`config.mk`:
```
export PLATFORM = sky130hd
export DESIGN_NAME = gobang_line_scorer
export DESIGN_NICKNAME = d
export VERILOG_FILES = /design/src/rtl/gobang_pkg.sv /design/src/rtl/gobang_run_acc.sv /design/src/rtl/gobang_line_scorer.sv
export SDC_FILE = /design/constraint.sdc
export NUM_CORES = 1
export LEC_CHECK = 0
export CAP_MARGIN = 20
export CORE_MARGIN = 5
export CORE_UTILIZATION = 45
export CTS_BUF_LIST = sky130_fd_sc_hd__clkbuf_4 sky130_fd_sc_hd__clkbuf_8
export DETAILED_ROUTE_END_ITERATION = 16
export PLACE_DENSITY_LB_ADDON = 0.25
export SYNTH_ARGS = -nofsm -noshare
export SYNTH_HDL_FRONTEND = slang
export SYNTH_SLANG_ARGS = --single-unit
```
`constraint.sdc`:
```
create_clock -name i_clk -period 3.6 [get_ports i_clk]
set_input_delay 0.36 -clock i_clk [delete_from_list [all_inputs] [get_ports i_clk]]
set_output_delay 0.36 -clock i_clk [all_outputs]
set_load 0.01 [all_outputs]
```
`src/rtl/gobang_pkg.sv`:
```
// gobang_pkg: shared types and default geometry for the gobang line scorer.
//   cell_t  - 2-bit board cell encoding as streamed by the line walker
//   state_t - scorer control states
//   LINE_LEN_DEF / WIN_LEN_DEF - default line length and winning run length
package gobang_pkg;

  localparam int LINE_LEN_DEF = 15;
  localparam int WIN_LEN_DEF  = 5;

  typedef enum logic [1:0] {
    CELL_EMPTY   = 2'b00,
    CELL_BLACK   = 2'b01,
    CELL_WHITE   = 2'b10,
    CELL_ILLEGAL = 2'b11
  } cell_t;

  typedef enum logic [1:0] {
    S_IDLE   = 2'd0,
    S_SCAN   = 2'd1,
    S_FINISH = 2'd2
  } state_t;

endpackage

```
`src/rtl/gobang_run_acc.sv`:
```
// gobang_run_acc: per-colour result accumulator. Each closed run updates the
// longest-run register, the win flag and the saturating open-run count.
//   i_clk, i_rst_n    - clock, async active-low reset
//   i_clear           - synchronous clear of all results (scan start)
//   i_close           - a run of this colour ends this cycle
//   i_len             - length of the closing run
//   i_left_open       - cell before the run was empty
//   i_right_open      - cell after the run is empty (not the line edge)
//   o_max/o_win/o_open - longest run, run >= WIN_LEN seen, open (WIN_LEN-1)-runs
module gobang_run_acc #(
  parameter int WIN_LEN = 5,
  parameter int CNT_W   = 4
) (
  input  logic             i_clk,
  input  logic             i_rst_n,
  input  logic             i_clear,
  input  logic             i_close,
  input  logic [CNT_W-1:0] i_len,
  input  logic             i_left_open,
  input  logic             i_right_open,
  output logic [CNT_W-1:0] o_max,
  output logic             o_win,
  output logic [CNT_W-1:0] o_open
);

  logic [CNT_W-1:0] max_q, max_d, open_q, open_d;
  logic             win_q, win_d;

  always_comb begin
    max_d  = max_q;
    win_d  = win_q;
    open_d = open_q;
    if (i_clear) begin
      max_d  = '0;
      win_d  = 1'b0;
      open_d = '0;
    end else if (i_close) begin
      if (i_len > max_q) max_d = i_len;
      if (i_len >= CNT_W'(WIN_LEN)) win_d = 1'b1;
      if (i_len == CNT_W'(WIN_LEN - 1) && i_left_open && i_right_open && open_q != '1)
        open_d = open_q + 1'b1;
    end
  end

  always_ff @(posedge i_clk or negedge i_rst_n) begin
    if (!i_rst_n) begin
      max_q  <= '0;
      win_q  <= 1'b0;
      open_q <= '0;
    end else begin
      max_q  <= max_d;
      win_q  <= win_d;
      open_q <= open_d;
    end
  end

  assign o_max  = max_q;
  assign o_win  = win_q;
  assign o_open = open_q;

endmodule

```
`src/rtl/gobang_line_scorer.sv`:
```
// gobang_line_scorer: streams one board line (2-bit cells) and reports, per
// colour, longest run, win flag and count of open (WIN_LEN-1)-runs.
//   i_start  - clear results and begin a scan (wins over a same-cycle cell)
//   i_valid/i_cell/i_last - cell stream, accepted when i_valid && o_ready
//   o_ready  - high while scanning
//   o_done   - one-cycle pulse when results are final
//   o_{black,white}_{max,win,open} - per-colour results
//   o_err    - illegal cell seen or line ran to LINE_LEN without i_last
module gobang_line_scorer
  import gobang_pkg::*;
#(
  parameter int LINE_LEN = LINE_LEN_DEF,
  parameter int WIN_LEN  = WIN_LEN_DEF,
  parameter int CNT_W    = $clog2(LINE_LEN + 1)
) (
  input  logic             i_clk,
  input  logic             i_rst_n,
  input  logic             i_start,
  input  logic             i_valid,
  input  logic [1:0]       i_cell,
  input  logic             i_last,
  output logic             o_ready,
  output logic             o_done,
  output logic [CNT_W-1:0] o_black_max,
  output logic [CNT_W-1:0] o_white_max,
  output logic             o_black_win,
  output logic             o_white_win,
  output logic [CNT_W-1:0] o_black_open,
  output logic [CNT_W-1:0] o_white_open,
  output logic             o_err
);

  state_t           state_q, state_d;
  cell_t            cur_col_q, cur_col_d;
  logic [CNT_W-1:0] cur_run_q, cur_run_d, cnt_q, cnt_d;
  logic             left_open_q, left_open_d, err_q, err_d;

  cell_t            cell_in, cell_eff;
  logic             accept, at_limit, line_end, same, new_lo;
  logic [CNT_W-1:0] run_inc, new_run;

  assign cell_in  = cell_t'(i_cell);
  assign cell_eff = (cell_in == CELL_ILLEGAL) ? CELL_EMPTY : cell_in;
  assign accept   = i_valid && (state_q == S_SCAN) && !i_start;
  assign at_limit = (cnt_q == CNT_W'(LINE_LEN - 1));
  assign line_end = accept && (i_last || at_limit);
  assign same     = (cell_eff != CELL_EMPTY) && (cell_eff == cur_col_q);
  assign run_inc  = (cur_run_q == '1) ? cur_run_q : cur_run_q + 1'b1;
  assign new_run  = same ? run_inc : ((cell_eff == CELL_EMPTY) ? '0 : CNT_W'(1));
  // The first cell of a line has the edge on its left, hence the cnt_q check.
  assign new_lo   = same ? left_open_q : (cur_col_q == CELL_EMPTY && cnt_q != '0);

  // FSM: state register
  always_ff @(posedge i_clk or negedge i_rst_n) begin
    if (!i_rst_n) state_q <= S_IDLE;
    else          state_q <= state_d;
  end

  // FSM: next state
  always_comb begin
    state_d = state_q;
    if (i_start) state_d = S_SCAN;
    else begin
      case (state_q)
        S_SCAN:   if (line_end) state_d = S_FINISH;
        S_FINISH: state_d = S_IDLE;
        default:  state_d = state_q;
      endcase
    end
  end

  // FSM: outputs
  always_comb begin
    o_ready = (state_q == S_SCAN);
    o_done  = (state_q == S_FINISH);
  end

  // Run tracker and cell counter
  always_comb begin
    cur_col_d   = cur_col_q;
    cur_run_d   = cur_run_q;
    left_open_d = left_open_q;
    cnt_d       = cnt_q;
    err_d       = err_q;
    if (i_start) begin
      cur_col_d   = CELL_EMPTY;
      cur_run_d   = '0;
      left_open_d = 1'b0;
      cnt_d       = '0;
      err_d       = 1'b0;
    end else if (accept) begin
      cur_col_d   = cell_eff;
      cur_run_d   = new_run;
      left_open_d = new_lo;
      cnt_d       = cnt_q + 1'b1;
      err_d       = err_q | (cell_in == CELL_ILLEGAL) | (at_limit && !i_last);
    end
  end

  always_ff @(posedge i_clk or negedge i_rst_n) begin
    if (!i_rst_n) begin
      cur_col_q   <= CELL_EMPTY;
      cur_run_q   <= '0;
      left_open_q <= 1'b0;
      cnt_q       <= '0;
      err_q       <= 1'b0;
    end else begin
      cur_col_q   <= cur_col_d;
      cur_run_q   <= cur_run_d;
      left_open_q <= left_open_d;
      cnt_q       <= cnt_d;
      err_q       <= err_d;
    end
  end

  // Per-colour close routing. In one cycle a colour sees at most one close:
  // either its current run ends because a different cell arrived, or the
  // line ends on a cell of this colour (edge-closed, right side not open).
  for (genvar c = 0; c < 2; c++) begin : g_col
    localparam cell_t COL = cell_t'(c + 1);
    logic             close, lo, ro, win;
    logic [CNT_W-1:0] len, max, open;

    always_comb begin
      close = 1'b0;
      len   = cur_run_q;
      lo    = left_open_q;
      ro    = (cell_eff == CELL_EMPTY);
      if (accept && !same && cur_col_q == COL) begin
        close = 1'b1;
      end else if (line_end && cell_eff == COL) begin
        close = 1'b1;
        len   = new_run;
        lo    = new_lo;
        ro    = 1'b0;
      end
    end

    gobang_run_acc #(.WIN_LEN(WIN_LEN), .CNT_W(CNT_W)) u_acc (
      .i_clk       (i_clk),
      .i_rst_n     (i_rst_n),
      .i_clear     (i_start),
      .i_close     (close),
      .i_len       (len),
      .i_left_open (lo),
      .i_right_open(ro),
      .o_max       (max),
      .o_win       (win),
      .o_open      (open)
    );
  end

  assign o_black_max  = g_col[0].max;
  assign o_black_win  = g_col[0].win;
  assign o_black_open = g_col[0].open;
  assign o_white_max  = g_col[1].max;
  assign o_white_win  = g_col[1].win;
  assign o_white_open = g_col[1].open;
  assign o_err        = err_q;

endmodule
```
==> impl_metrics.py, run 1 <==
metrics = {
    "outcome": {
        "status": "complete, no violations",
    },
    "grt": {
        "grt_use_met2_pct": 27.24,
        "grt_pass1_vias": 1878,
        "grt_use_total_pct": 16.88,
        "grt_use_met3_pct": 3.251,
        "grt.busiest_layer": "met2",
        "grt_pass1_wl_mm": 8.625,
        "overflow": 0,
        "grt_util_met1_pct": 22.10,
        "grt_max_degree": 36,
        "antenna_found_initial": 0,
    },
    "power_and_ir_drop": {
        "power.density_mw_per_mm2": 304.5,
        "total_leakage_power_nw": 1.158,
        "irDropWorstVdd_v": 0.0001695,
        "finalPower_mw": 0.8344,
    },
    "worst_setup_path": {
        "critPathLaunch": "i_cell[1]",
        "cp-end-kind": "flip-flop",
        "cp.arrival_ps": 3420,
        "required_ps": 3770,
        "worstSetupPathType": "input port to flip-flop",
        "rr_startpoint": "cnt_q[0]$_DFFE_PN0P_",
        "start_kind": "input port",
        "critPathMaxFanout": 5,
        "slowest_delay_ps": 540,
        "crit_chain": "clkdlybuf4s50_1 -> inv_1 -> ha_1 -> xor2_1 -> or3_1 -> nor3_1 -> a21oi_1 -> inv_1 -> ha_1 -> a21oi_1 -> a21o_1 -> a211oi_4 -> mux2_4",
        "cp_slowest_cell": "clkdlybuf4s50_1",
    },
    "synth": {
        "syn-cell-area_mm2": 0.002247,
        "synth_nets": 263,
        "yosysTopAreaCellShare_pct": 35.63,
        "synth_cells": 243,
        "synth_seq_cells": 32,
        "yosysUniqueCellTypes": 56,
        "synth-main-ff-cell": "dfrtp_1",
        "async_reset_ff_share_pct": 100.0,
        "synth_edf_count": 0,
        "ys_seq_area_share_pct": 35.63,
        "syn_avg_cell_area_um2": 9.248,
        "synthTopCellsByArea": "dfrtp_1 (36%), ha_1 (7.2%), a21oi_1 (5.6%)",
        "ys_warn_count": 0,
        "synth_area_leader_cell": "dfrtp_1",
    },
    "sta": {
        "tns_ps": 0,
        "hold_slack_ps": 472.6,
        "max_clock_freq_mhz": 307.3,
        "relSlewSlack_pct": 59.17,
        "fin_crit_sh_pct": 90.40,
        "tightest_slew_ps": 604.6,
        "fin_crit_ps": 3254,
        "rsz0062_at_grt": "false",
        "setup_violations": 0,
        "finalHoldViolCount": 0,
        "slew_viol_final": 0,
        "clock_skew_ps": 4.595,
    },
    "clocking": {
        "hold_buffers": 0,
        "cts_root_buf": "clkbuf_8",
        "cts_buffers": 5,
        "worstSkewPairLatency_ps": 290,
        "cts_setup_buffers": 0,
        "h-tree-depth": 2,
        "cts_tree": "built",
        "cts.path.max_buffers": 2,
        "path_clk_slew_ps": 70,
        "cts_resized": 0,
        "cts_sinks": 32,
    },
    "detailed_routing": {
        "via_per_inst": 5.497,
        "vias": 1913,
        "wl_mm": 5.057,
        "wl_per_cell_um": 14.53,
        "drtAntennaViolNets": 0,
        "drtIter0Drc": 110,
        "dr.pass1.iters": 4,
        "drc": 0,
    },
    "finish": {
        "nFillCells": 433,
        "mostFrequentLayoutCells": "dfrtp_1 (32), clkdlybuf4s50_1 (27), nor2_1 (26)",
        "fin_cells": 348,
        "diodes": 0,
        "final_net_count": 301,
        "areaGrowthSynthToFinish_pct": 21.94,
        "final_common_cell": "dfrtp_1",
        "drive_gt1_share_pct": 14.59,
    },
    "floorplan": {
        "coreArea_mm2": 0.004786,
        "initial_core_util_pct": 46.95,
        "die_h_um": 80.67,
        "die_area_mm2": 0.006507,
        "io_pins": 28,
        "num_rows": 25,
        "die_w_um": 80.67,
    },
    "place": {
        "port_buffers": 27,
        "dp.cells": 341,
        "dp.final_hpwl_mm": 3.700,
        "gp_congestion": 0.9013,
    },
    "worst_hold_path": {
        "worstHoldPathType": "input port to async pin",
    },
    "run": {
        "max_cap_violations": 0,
    },
}
-- cell families (layout without fill, tap and decap cells) --
family / count (synthesis) / in the layout / share of synthesized area (%)
AOI/OAI and AO/OA: 61 / 61 / 20.77
xor gates and xnor gates: 8 / 8 / 3.118
adders and majority gates: 14 / 14 / 7.740
buffers and inverters: 20 / 58 / 4.120
DFF: 32 / 32 / 35.63
muxes: 12 / 12 / 5.958
and+or+nand+nor: 96 / 96 / 22.66
-- synth_stat cells (2+ instances only) --
cell type / count
buf_6: 2
nor2_1: 26
nand3_1: 8
ha_1: 13
buf_2: 2
mux2_4: 2
and2_1: 4
o2111ai_4: 2
dfrtp_1: 32
o21ai_0: 8
nor3_1: 5
xor2_1: 6
nor3b_2: 2
inv_1: 12
o2bb2ai_1: 2
nand3b_1: 2
nand2b_1: 4
a21oi_1: 25
or3_1: 8
buf_1: 2
a211oi_1: 4
xnor2_1: 2
mux2i_1: 7
o21bai_1: 2
nor2b_1: 3
clkbuf_1: 2
nand4_1: 3
mux2_2: 3
nand2_1: 23
-- per-stage QoR --
step | setup WS [ps] | utilization [%] | area (µm²)
after detailed placement | 38.48 | 55.24 | 2644
after global placement | 116.3 | 55.24 | 2644
after floorplan | 633.5 | - | 2247
after global routing | 172.9 | 57.25 | 2740
final | 345.7 | 57.25 | 2740
after CTS | 336.3 | 57.25 | 2740
-- cell type report --
type                            count  area [µm²]  area share (%)
Multi-Input combinational cell    191        1354           49.41
Sequential cell                    32       800.8           29.22
Timing Repair Buffer               39       360.3           13.15
Clock buffer                        7       96.34           3.516
Tap cell                           67       83.83           3.059
Inverter                           12       45.04           1.644
-- routing by layer --
metal	part of all wire [%]	vias to the layer above
met5	0	-
met2	47	46
li1	-	947
met4	1.4	0
met3	4.5	6
met1	47	914
-- power by group --
group          switching [mW]  internal, mW
sequential             0.0104         0.369
combinational          0.0854        0.0614
clock                   0.138         0.170
-- registers in the layout, indices dropped and copies added (netlist names) --
name and count:
cur_col_q 2, cur_run_q 4, cnt_q 4, left_open_q 1, o_err 1, g_col.u_acc.o_max 8
g_col.u_acc.o_win 2, g_col.u_acc.o_open 8, state_q 2
-- worst max-delay path: cells and delay by family --
family | cells | cell delay (ps)
muxes | 1 | 330
adders and majority gates | 2 | 540
buffers and inverters | 3 | 690
xor gates and xnor gates | 1 | 220
and+or+nand+nor | 2 | 400
AOI/OAI and AO/OA | 4 | 900
-- path summary, 6_finish.rpt --
check / endpoint / slack [ps] / cells past startpoint
max: g_col[0].u_acc.o_max[3]$_DFFE_PN0P_ / 350 / 13
min: g_col[0].u_acc.o_max[1]$_DFFE_PN0P_ / 470 / 2
max reg2reg: g_col[0].u_acc.o_max[3]$_DFFE_PN0P_ / 580 / 12
min reg2reg: g_col[0].u_acc.o_win$_DFFE_PN0P_ / 500 / 1
max in group asynchronous: cur_col_q[1]$_DFFE_PN0P_ / 2820 / 2
min in group i_clk: g_col[0].u_acc.o_win$_DFFE_PN0P_ / 500 / 1
Note: power is estimated with default switching activity, not from simulation.
==> run 2: changes to the inputs <==
--- a/config.mk
+++ b/config.mk
@@ -6,6 +6,7 @@
 export NUM_CORES = 1
 export LEC_CHECK = 0
 export CAP_MARGIN = 20
+export CORE_ASPECT_RATIO = 1.75
 export CORE_MARGIN = 5
 export CORE_UTILIZATION = 45
 export CTS_BUF_LIST = sky130_fd_sc_hd__clkbuf_4 sky130_fd_sc_hd__clkbuf_8
==> impl_metrics.py, run 2 (synthesis results as in run 1) <==
metrics = {
    "outcome": {
        "status": "complete, no violations",
    },
    "worst_setup_path": {
        "rr_worst_depth": 11,
        "reg2reg_slack_ps": 590,
        "cp-end-kind": "flip-flop",
        "cp_slowest_cell": "clkdlybuf4s50_1",
        "crit_family": "compound AO/OA/AOI/OAI gates",
        "cp.arrival_ps": 3490,
        "crit_path_end": "g_col[0].u_acc.o_max[1]$_DFFE_PN0P_",
        "required_ps": 3780,
        "slowest_delay_ps": 540,
        "rr_startpoint": "cur_run_q[1]$_DFFE_PN0P_",
        "critPathLaunch": "i_cell[0]",
        "critPathMaxFanout": 8,
        "start_kind": "input port",
        "worstSetupPathType": "input port to flip-flop",
        "cp.depth": 13,
        "r2r-end": "g_col[0].u_acc.o_max[1]$_DFFE_PN0P_",
        "crit_buf_inv": 3,
        "crit_chain": "clkdlybuf4s50_1 -> inv_1 -> ha_1 -> xor2_1 -> or3_1 -> nor3_1 -> a21oi_1 -> inv_1 -> ha_1 -> a21oi_1 -> a21o_1 -> a211oi_4 -> mux2_4",
    },
    "sta": {
        "setup_violations": 0,
        "clock_skew_ps": 4.132,
        "finalHoldViolCount": 0,
        "fin_crit_sh_pct": 92.04,
        "rsz0062_at_grt": "false",
        "max_clock_freq_mhz": 301.8,
        "tightest_slew_ps": 630.6,
        "relSlewSlack_pct": 57.41,
        "fin_crit_ps": 3313,
        "slew_viol_final": 0,
    },
    "clocking": {
        "cts.path.max_buffers": 2,
        "cts_tree": "built",
        "cts_sinks": 32,
        "cts_root_buf": "clkbuf_8",
        "path_clk_slew_ps": 70,
        "hold_buffers": 0,
        "h-tree-depth": 2,
        "cts_resized": 0,
        "worstSkewPairLatency_ps": 290,
        "cts_setup_buffers": 0,
        "cts_buffers": 5,
    },
    "place": {
        "dpl_cell_area_mm2": 0.002613,
        "port_buffers": 27,
        "dp.final_hpwl_mm": 3.880,
        "gp_congestion": 0.8870,
        "dp.cells": 326,
    },
    "finish": {
        "final_area_mm2": 0.002710,
        "fin_cells": 334,
        "drive_gt1_share_pct": 14.29,
        "areaGrowthSynthToFinish_pct": 20.60,
        "diodes": 0,
        "mostFrequentLayoutCells": "dfrtp_1 (32), clkdlybuf4s50_1 (27), nor2_1 (26)",
        "final_net_count": 299,
        "final_common_cell": "dfrtp_1",
        "postLayoutCoreUtil_pct": 54.92,
    },
    "power_and_ir_drop": {
        "power.density_mw_per_mm2": 303.0,
        "irDropWorstVdd_v": 0.0002654,
        "total_leakage_power_nw": 1.142,
    },
    "detailed_routing": {
        "wl_per_cell_um": 15.63,
        "dr.pass1.iters": 4,
        "drc": 0,
        "vias": 1893,
        "wl_mm": 5.222,
        "drtIter0Drc": 98,
        "drtAntennaViolNets": 0,
        "via_per_inst": 5.668,
    },
    "floorplan": {
        "die_w_um": 63.42,
        "num_rows": 34,
        "initial_core_util_pct": 45.54,
        "coreArea_mm2": 0.004935,
        "die_h_um": 103.5,
        "io_pins": 28,
        "die_area_mm2": 0.006563,
    },
    "grt": {
        "antenna_found_initial": 0,
        "overflow": 0,
        "grt_pass1_wl_mm": 8.901,
        "grt_pass1_vias": 1976,
        "grt_use_total_pct": 17.04,
        "grt_max_degree": 36,
    },
    "worst_hold_path": {
        "worstHoldPathType": "input port to async pin",
    },
    "run": {
        "max_cap_violations": 0,
    },
}
==> run 2: cell count changes in the layout (fill, tap and decap cells not counted) <==
cell and change:
buf_4 -2, clkinvlp_4 +2, clkbuf_8 -1
==> run 2: power by group <==
group	switching (mW)	total, mW	internal, mW	leakage (nW)
logic	0.0852	0.144	0.0589	0.659
registers	0.0106	0.379	0.369	0.439
clock network	0.143	0.298	0.155	0.0434
==> run 2: area by class of cell <==
type                            instances  area (µm²)
Clock buffer                            6       82.58
Clock inverter                          2       15.01
Fill cell                             471        2225
Inverter                               12       45.04
Multi-Input combinational cell        191        1354
Sequential cell                        32       800.8
Tap cell                               54       67.56
Timing Repair Buffer                   37       345.3
==> run 2: how the worst min path moves through the flow <==
stage / from / end / slack, ps / depth (start not counted)
after floorplan: i_rst_n / cnt_q[0]$_DFFE_PN0P_ / 60 / 0
after CTS: i_rst_n / state_q[1]$_DFFE_PN0P_ / 480 / 2
after detailed placement: o_err$_DFFE_PN0P_ / o_err$_DFFE_PN0P_ / 480 / 2
after global routing: i_rst_n / cur_col_q[1]$_DFFE_PN0P_ / 520 / 2
final: i_rst_n / o_err$_DFFE_PN0P_ / 470 / 2
after global placement: o_err$_DFFE_PN0P_ / o_err$_DFFE_PN0P_ / 470 / 2
==> run 2: worst reg2reg max path, cell delays in order, from the launching register on <==
cell	delay (ps)
dfrtp_1	470
ha_1	270
nand2b_1	150
mux2i_1	340
nor3_1	80
a21oi_1	210
inv_1	70
ha_1	290
a21oi_1	120
a21o_1	220
a211oi_4	340
mux2_4	330
==> run 2: routing by layer <==
metal	routed length (µm)	part of all wire (%)	GRT usage (%)	vias to the layer above
met3	120	2.3	2.595	12
met2	2770	53	30.67	32
met4	189	3.6	10.08	0
li1	-	-	-	945
met1	2142	41	18.72	904
met5	0	0	0	-
==> run 2: metrics by stage <==
stage               power (mW)  worst slack (ps)  setup TNS [ps]  hold slack (ps)
detailed placement      0.5306            -41.49          -82.47            484.1
CTS                     0.8348             267.8               0            482.4
global route            0.8654             98.05               0            519.2
global placement        0.5287             63.69               0            473.5
finish                  0.8212             286.5               0            468.6
floorplan               0.4827             633.5               0            64.41
==> variant 1 (settings of run 1) <==
The 3 states of `state_t` get a one-hot encoding in 3 bits.
--- a/src/rtl/gobang_pkg.sv
+++ b/src/rtl/gobang_pkg.sv
@@ -14,10 +14,10 @@
     CELL_ILLEGAL = 2'b11
   } cell_t;
 
-  typedef enum logic [1:0] {
-    S_IDLE   = 2'd0,
-    S_SCAN   = 2'd1,
-    S_FINISH = 2'd2
+  typedef enum logic [2:0] {
+    S_IDLE   = 3'b001,
+    S_SCAN   = 3'b010,
+    S_FINISH = 3'b100
   } state_t;
 
 endpackage
Behaviour: no difference found for any inputs over 10 cycles, from zero or initial values and one cycle with i_rst_n low; not proved beyond that.
==> variant 1 against run 1 <==
Worst setup slack got worse by 0.12 ns; total power decreased by 1.8%; utilization grew 0.91 points; count of clock-buffer cells in the layout down 1; combinational power shrank 3%; sequential cell count grew 1; synthesized area shrank 3.7%; register-to-register slack lost 0.18 ns; maximum frequency down 3.5%; hold slack better by 0.014 ns; routed wire length is 2.7% higher; cell area decreased by 0.41%.
==> variant 1: results (changes against run 1) <==
Synthesis
  • Seq/Total Area, Yosys: 0.382 (+0.0257)
  • Synth unique cells: 45 (-20%)
  • Synth area leaders: dfrtp_1 37%, ha_1 7.5%, a21oi_1 5.5%
  • Async S/R FF share, synth: 1.00 (unchanged)
  • Top cells by count, synth: 32 x dfrtp_1, 31 x nand2_1, 29 x nor2_1

Global route
  • Largest net degree at the start of global routing: 34 (-5.6%)
  • Vias in the first global route: 1,904 (+1.4%)
  • Total Routing Usage GR: 0.178 (+0.00880)
  • Global-route wire length before repair: 8860 um (+2.7%)
  • GR met1 Demand/Resource: 0.222 (+0.00124)
  • Global Route met3 Usage: 0.0363 (+0.00377)
  • Global Route met2 Usage: 0.295 (+0.0223)

Drt
  • DR vias: 1,916 (+0.16%)
  • Initial drt markers: 116 (+5.5%)
  • WL met3: 178 um (-22%)
  • Met2 wire length: 2470 um (+4.4%)

Timing
  • Final Skew: 0.00581 ns (+0.00122 ns)
  • Worst-Margin Slew: 0.444 ns (-0.160 ns)

Placed design
  • Placer Congestion: 0.949 (+5.2%)
  • HPWL after DPL: 3670 um (-0.81%)
  • Placed Area: 2630 um2 (-0.38%)
  • Place WS: -0.0672 ns (-0.106 ns)

Setup path
  • Arrival time worst endpoint: 3.54 ns (+0.12 ns)
  • CP top delay family: simple AND/OR/NAND/NOR gates

Pwr
  • Peak VDD IR: 0.190 mV (+12%)
  • Static leakage: 0.00121 uW (+4.1%)
  • Sw Ratio: 0.278 (-0.00210)

Finish
  • Fin nets: 314 (+4.3%)

Status
  • Status: completed
[variant 1: kinds of logic after synthesis]
family                     share of synthesized area
and+or+nand+nor                                0.207
AOI/OAI and AO/OA                              0.164
DFF                                            0.382
buffers and inverters                         0.0468
muxes                                         0.0717
adders and majority gates                     0.0798
xor gates and xnor gates                      0.0486
[variant 1: power groups by stage]
stage               Combinational [uW]  Sequential (uW)  Clock (uW)
finish                             142              391         286
global route                       158              393         311
CTS                                143              391         296
detailed placement                 141              398           0
global placement                   139              398           0
floorplan                         84.2              396           0
[variant 1: path summary, 6_finish.rpt]
path                            cells after the start  slack (ns)                       to                  from
max in group asynchronous                           2        2.77               state_q[0]               i_rst_n
worst min register to register                      2        0.50     g_col[1].u_acc.o_win  g_col[1].u_acc.o_win
worst min-delay path                                2        0.49                 cnt_q[2]               i_rst_n
worst max register to register                     12        0.40  g_col[0].u_acc.o_max[1]              cnt_q[0]
worst max-delay path                               13        0.23  g_col[0].u_acc.o_max[1]             i_cell[1]
min in group i_clk                                  2        0.50     g_col[1].u_acc.o_win  g_col[1].u_acc.o_win
[variant 1: worst register-to-register path, stage by stage, from the launching register on]
cell	delay [ns]
dfrtp_1	0.42
inv_1	0.09
ha_1	0.17
a31o_2	0.23
and3_4	0.27
and3_4	0.20
mux2i_1	0.22
inv_1	0.08
ha_1	0.30
nand2_1	0.06
or4_1	0.49
o22ai_2	0.22
mux2_1	0.34
[variant 1: layout make-up]
class                           instances  area, um2  area share
Multi-Input combinational cell        189       1240       0.455
Sequential cell                        33        827       0.303
Timing Repair Buffer                   51        450       0.165
Clock buffer                            6       82.6      0.0303
Tap cell                               54       67.6      0.0248
Inverter                               14       52.6      0.0193
Clock inverter                          1       7.51     0.00275
==> variant 2 (flow settings as in run 1) <==
Made on the original files. The package constant `LINE_LEN_DEF` goes from 15 to 14.
--- a/src/rtl/gobang_pkg.sv
+++ b/src/rtl/gobang_pkg.sv
@@ -4,7 +4,7 @@
 //   LINE_LEN_DEF / WIN_LEN_DEF - default line length and winning run length
 package gobang_pkg;
 
-  localparam int LINE_LEN_DEF = 15;
+  localparam int LINE_LEN_DEF = 14;
   localparam int WIN_LEN_DEF  = 5;
 
   typedef enum logic [1:0] {
Formal check against the unedited RTL: same outputs for any inputs over 4 cycles, from zero or initial values and one cycle with i_rst_n low; that may be too few to reach the edited logic, so the function may still have changed.
==> variant 2 against run 1 <==
Cell area up 10%; clock skew increased by 0.0064 ns; synthesized area grew 5.3%; routed wire length grew 26%; sequential share of layout area shrank 2.7 points; global-route usage increased by 3.5 points; critical path depth grew 2; worst setup slack worse by 0.077 ns; hold slack better by 0.0022 ns; utilization rose by 1.8 points; die area up 4.6%; sequential cell count did not move.
Power is not compared: it rests on default switching activity, and its combinational part moved more than twofold at a synthesized area within 25%.
==> variant 2: results (changes against run 1) <==
Synthesis
  • Warnings, synthesis: 0 (unchanged)
  • Ys flop type: dfrtp_1
  • Synth unique cells: 61 (+8.9%)
  • Top cells by count, synth: 32 x dfrtp_1, 28 x a21oi_1, 23 x nor2_1
  • Synth Area per Inst: 8.54 um2 (-7.6%)
  • Synth area leaders: dfrtp_1 34%, ha_1 6.9%, a21oi_1 5.9%
  • Seq/Total Area, Yosys: 0.338 (-0.0179)
  • Net Count, Synth: 297 (+13%)

Setup path
  • Max incr delay on CP: 0.47 ns (-0.07 ns)
  • Reg2reg end: g_col[0].u_acc.o_max[0]
  • Worst-path fanout max: 5 (unchanged)
  • Setup slack, reg-to-reg: 0.42 ns (-0.16 ns)
  • Arrival time worst endpoint: 3.50 ns (+0.08 ns)
  • CP endpoint: g_col[0].u_acc.o_max[1]
  • RR Startpoint: cnt_q[1]
  • Critical path launch point: i_cell[0]
  • Crit-path slowest cell: clkdlybuf4s50_1
  • R2R depth: 14 (+2)

Placed design
  • Placed insts: 394 (+16%)
  • Port bufs: 27 (unchanged)
  • Place WS: -0.125 ns (-0.164 ns)
  • HPWL after DPL: 4640 um (+25%)
  • Placer Congestion: 0.926 (+2.7%)

Pwr
  • Peak VDD IR: about 0.19 mV

Global route
  • Global Route met3 Usage: 0.0315 (-0.00106)
  • Total Routing Usage GR: 0.204 (+0.0353)
  • Global Route met2 Usage: 0.322 (+0.0498)
  • Largest net degree at the start of global routing: 37 (+2.8%)
  • GR met1 Demand/Resource: 0.289 (+0.0681)
  • Antenna violations before repair: 0 (unchanged)
  • Vias in the first global route: 2,216 (+18%)
  • Global-route wire length before repair: 10,700 um (+24%)

Drt
  • Vias/cell: 5.64 (+2.6%)
  • WL final: 6380 um (+26%)
  • Initial drt markers: 134 (+22%)
  • Initial DRT Pass Iterations: 4 (unchanged)

Timing
  • Final Skew: 0.0110 ns (+0.00642 ns)
  • Worst-Margin Slew: 0.602 ns (-0.00250 ns)
  • Minimum clock period after layout: 3.33 ns (+0.0768 ns)

Clock tree
  • Inserted Clock Buffers: 5 (unchanged)
  • H-tree Lvls: 2 (unchanged)
  • Post-CTS Setup Repair Bufs: 0 (unchanged)
  • Clk slew on worst S/H paths: 0.07 ns (about the same)
  • Post-cts gate resize count: 0 (unchanged)

Finish
  • Cell Count, Final, Fillers Out: 401 (+15%)
  • Layout cells sized above 1: 0.172 (+0.0263)
  • Fillers: 482 (+11%)
  • Ant diodes: 0 (unchanged)
  • Fin nets: 351 (+17%)

Status
  • Status: completed

Hold path
  • Min-Delay Path Class: primary input to asynchronous set/reset pin
variant 2: cell types whose count changed after synthesis, moves of 3 or more:
| cell | before | now |
|---|---|---|
| o21ai_0 | 8 | 15 |
| nor2_1 | 26 | 23 |
| and2_1 | 4 | 0 |
| inv_1 | 12 | 20 |
| o31ai_1 | 1 | 5 |
| a21oi_1 | 25 | 28 |
| nor4_1 | 0 | 4 |
| a2111oi_0 | 0 | 3 |
| clkbuf_1 | 2 | 6 |
| nor2b_1 | 3 | 6 |
variant 2: power by group:
| part | switching (uW) | total, uW | leakage [uW] | internal [uW] |
|---|---|---|---|---|
| combinational | 186 | 335 | 0.000791 | 149 |
| sequential | 24.7 | 404 | 0.000437 | 379 |
| clock | 136 | 306 | 0.0000503 | 170 |
| total | 346 | 1040 | 0.00128 | 698 |
variant 2: routing by layer:
metal  vias up  routed length (um)
li1       1118                   -
met5         -                   0
met1      1063                3040
met3         9                 366
met2        72                2880
met4         0                  87
variant 2: worst reg2reg max path: stages (launching register included):
cell,delay [ns]
dfrtp_1,0.41
inv_1,0.09
ha_1,0.20
a31o_2,0.22
nand3_2,0.19
nor2_1,0.22
mux2i_1,0.25
inv_1,0.09
ha_1,0.29
nand2_1,0.08
or3_1,0.30
a22oi_1,0.23
o21a_1,0.21
nor3_1,0.08
a211oi_1,0.23
variant 2: area by class of cell:
type                    instances  area, um2  area share
flip-flops and latches         32        801       0.265
well taps                      70       87.6      0.0290
repair buffers                 58        503       0.167
inverters                      20       75.1      0.0249
clock buffers                   7       96.3      0.0319
multi-input cells             214       1450       0.482
variant 2: worst min-delay path by stage:
stage	from	end	slack, ns	cells past startpoint
floorplan	i_rst_n	cnt_q[0]	0.06	0
global placement	o_err	o_err	0.47	2
detailed placement	o_err	o_err	0.49	2
CTS	i_rst_n	state_q[1]	0.49	2
global route	o_err	o_err	0.53	2
finish	i_rst_n	state_q[0]	0.47	2
variant 2: cell families after synthesis:
kind of cell    Yosys count  synth area share
compound gates           83             0.231
xor+xnor                  8            0.0296
fa+ha+maj                14            0.0730
buf+inv                  31            0.0534
flops                    32             0.338
mux                      11            0.0487
simple gates             98             0.226
variant 2: stage by stage:
step / power (uW) / hold WS (ns) / area [um2]
floorplan: 612 / 0.0644 / 2370
global placement: 738 / 0.474 / 2910
detailed placement: 736 / 0.487 / 2910
CTS: 1050 / 0.492 / 3000
global route: 1110 / 0.525 / 3020
finish: 1040 / 0.475 / 3020
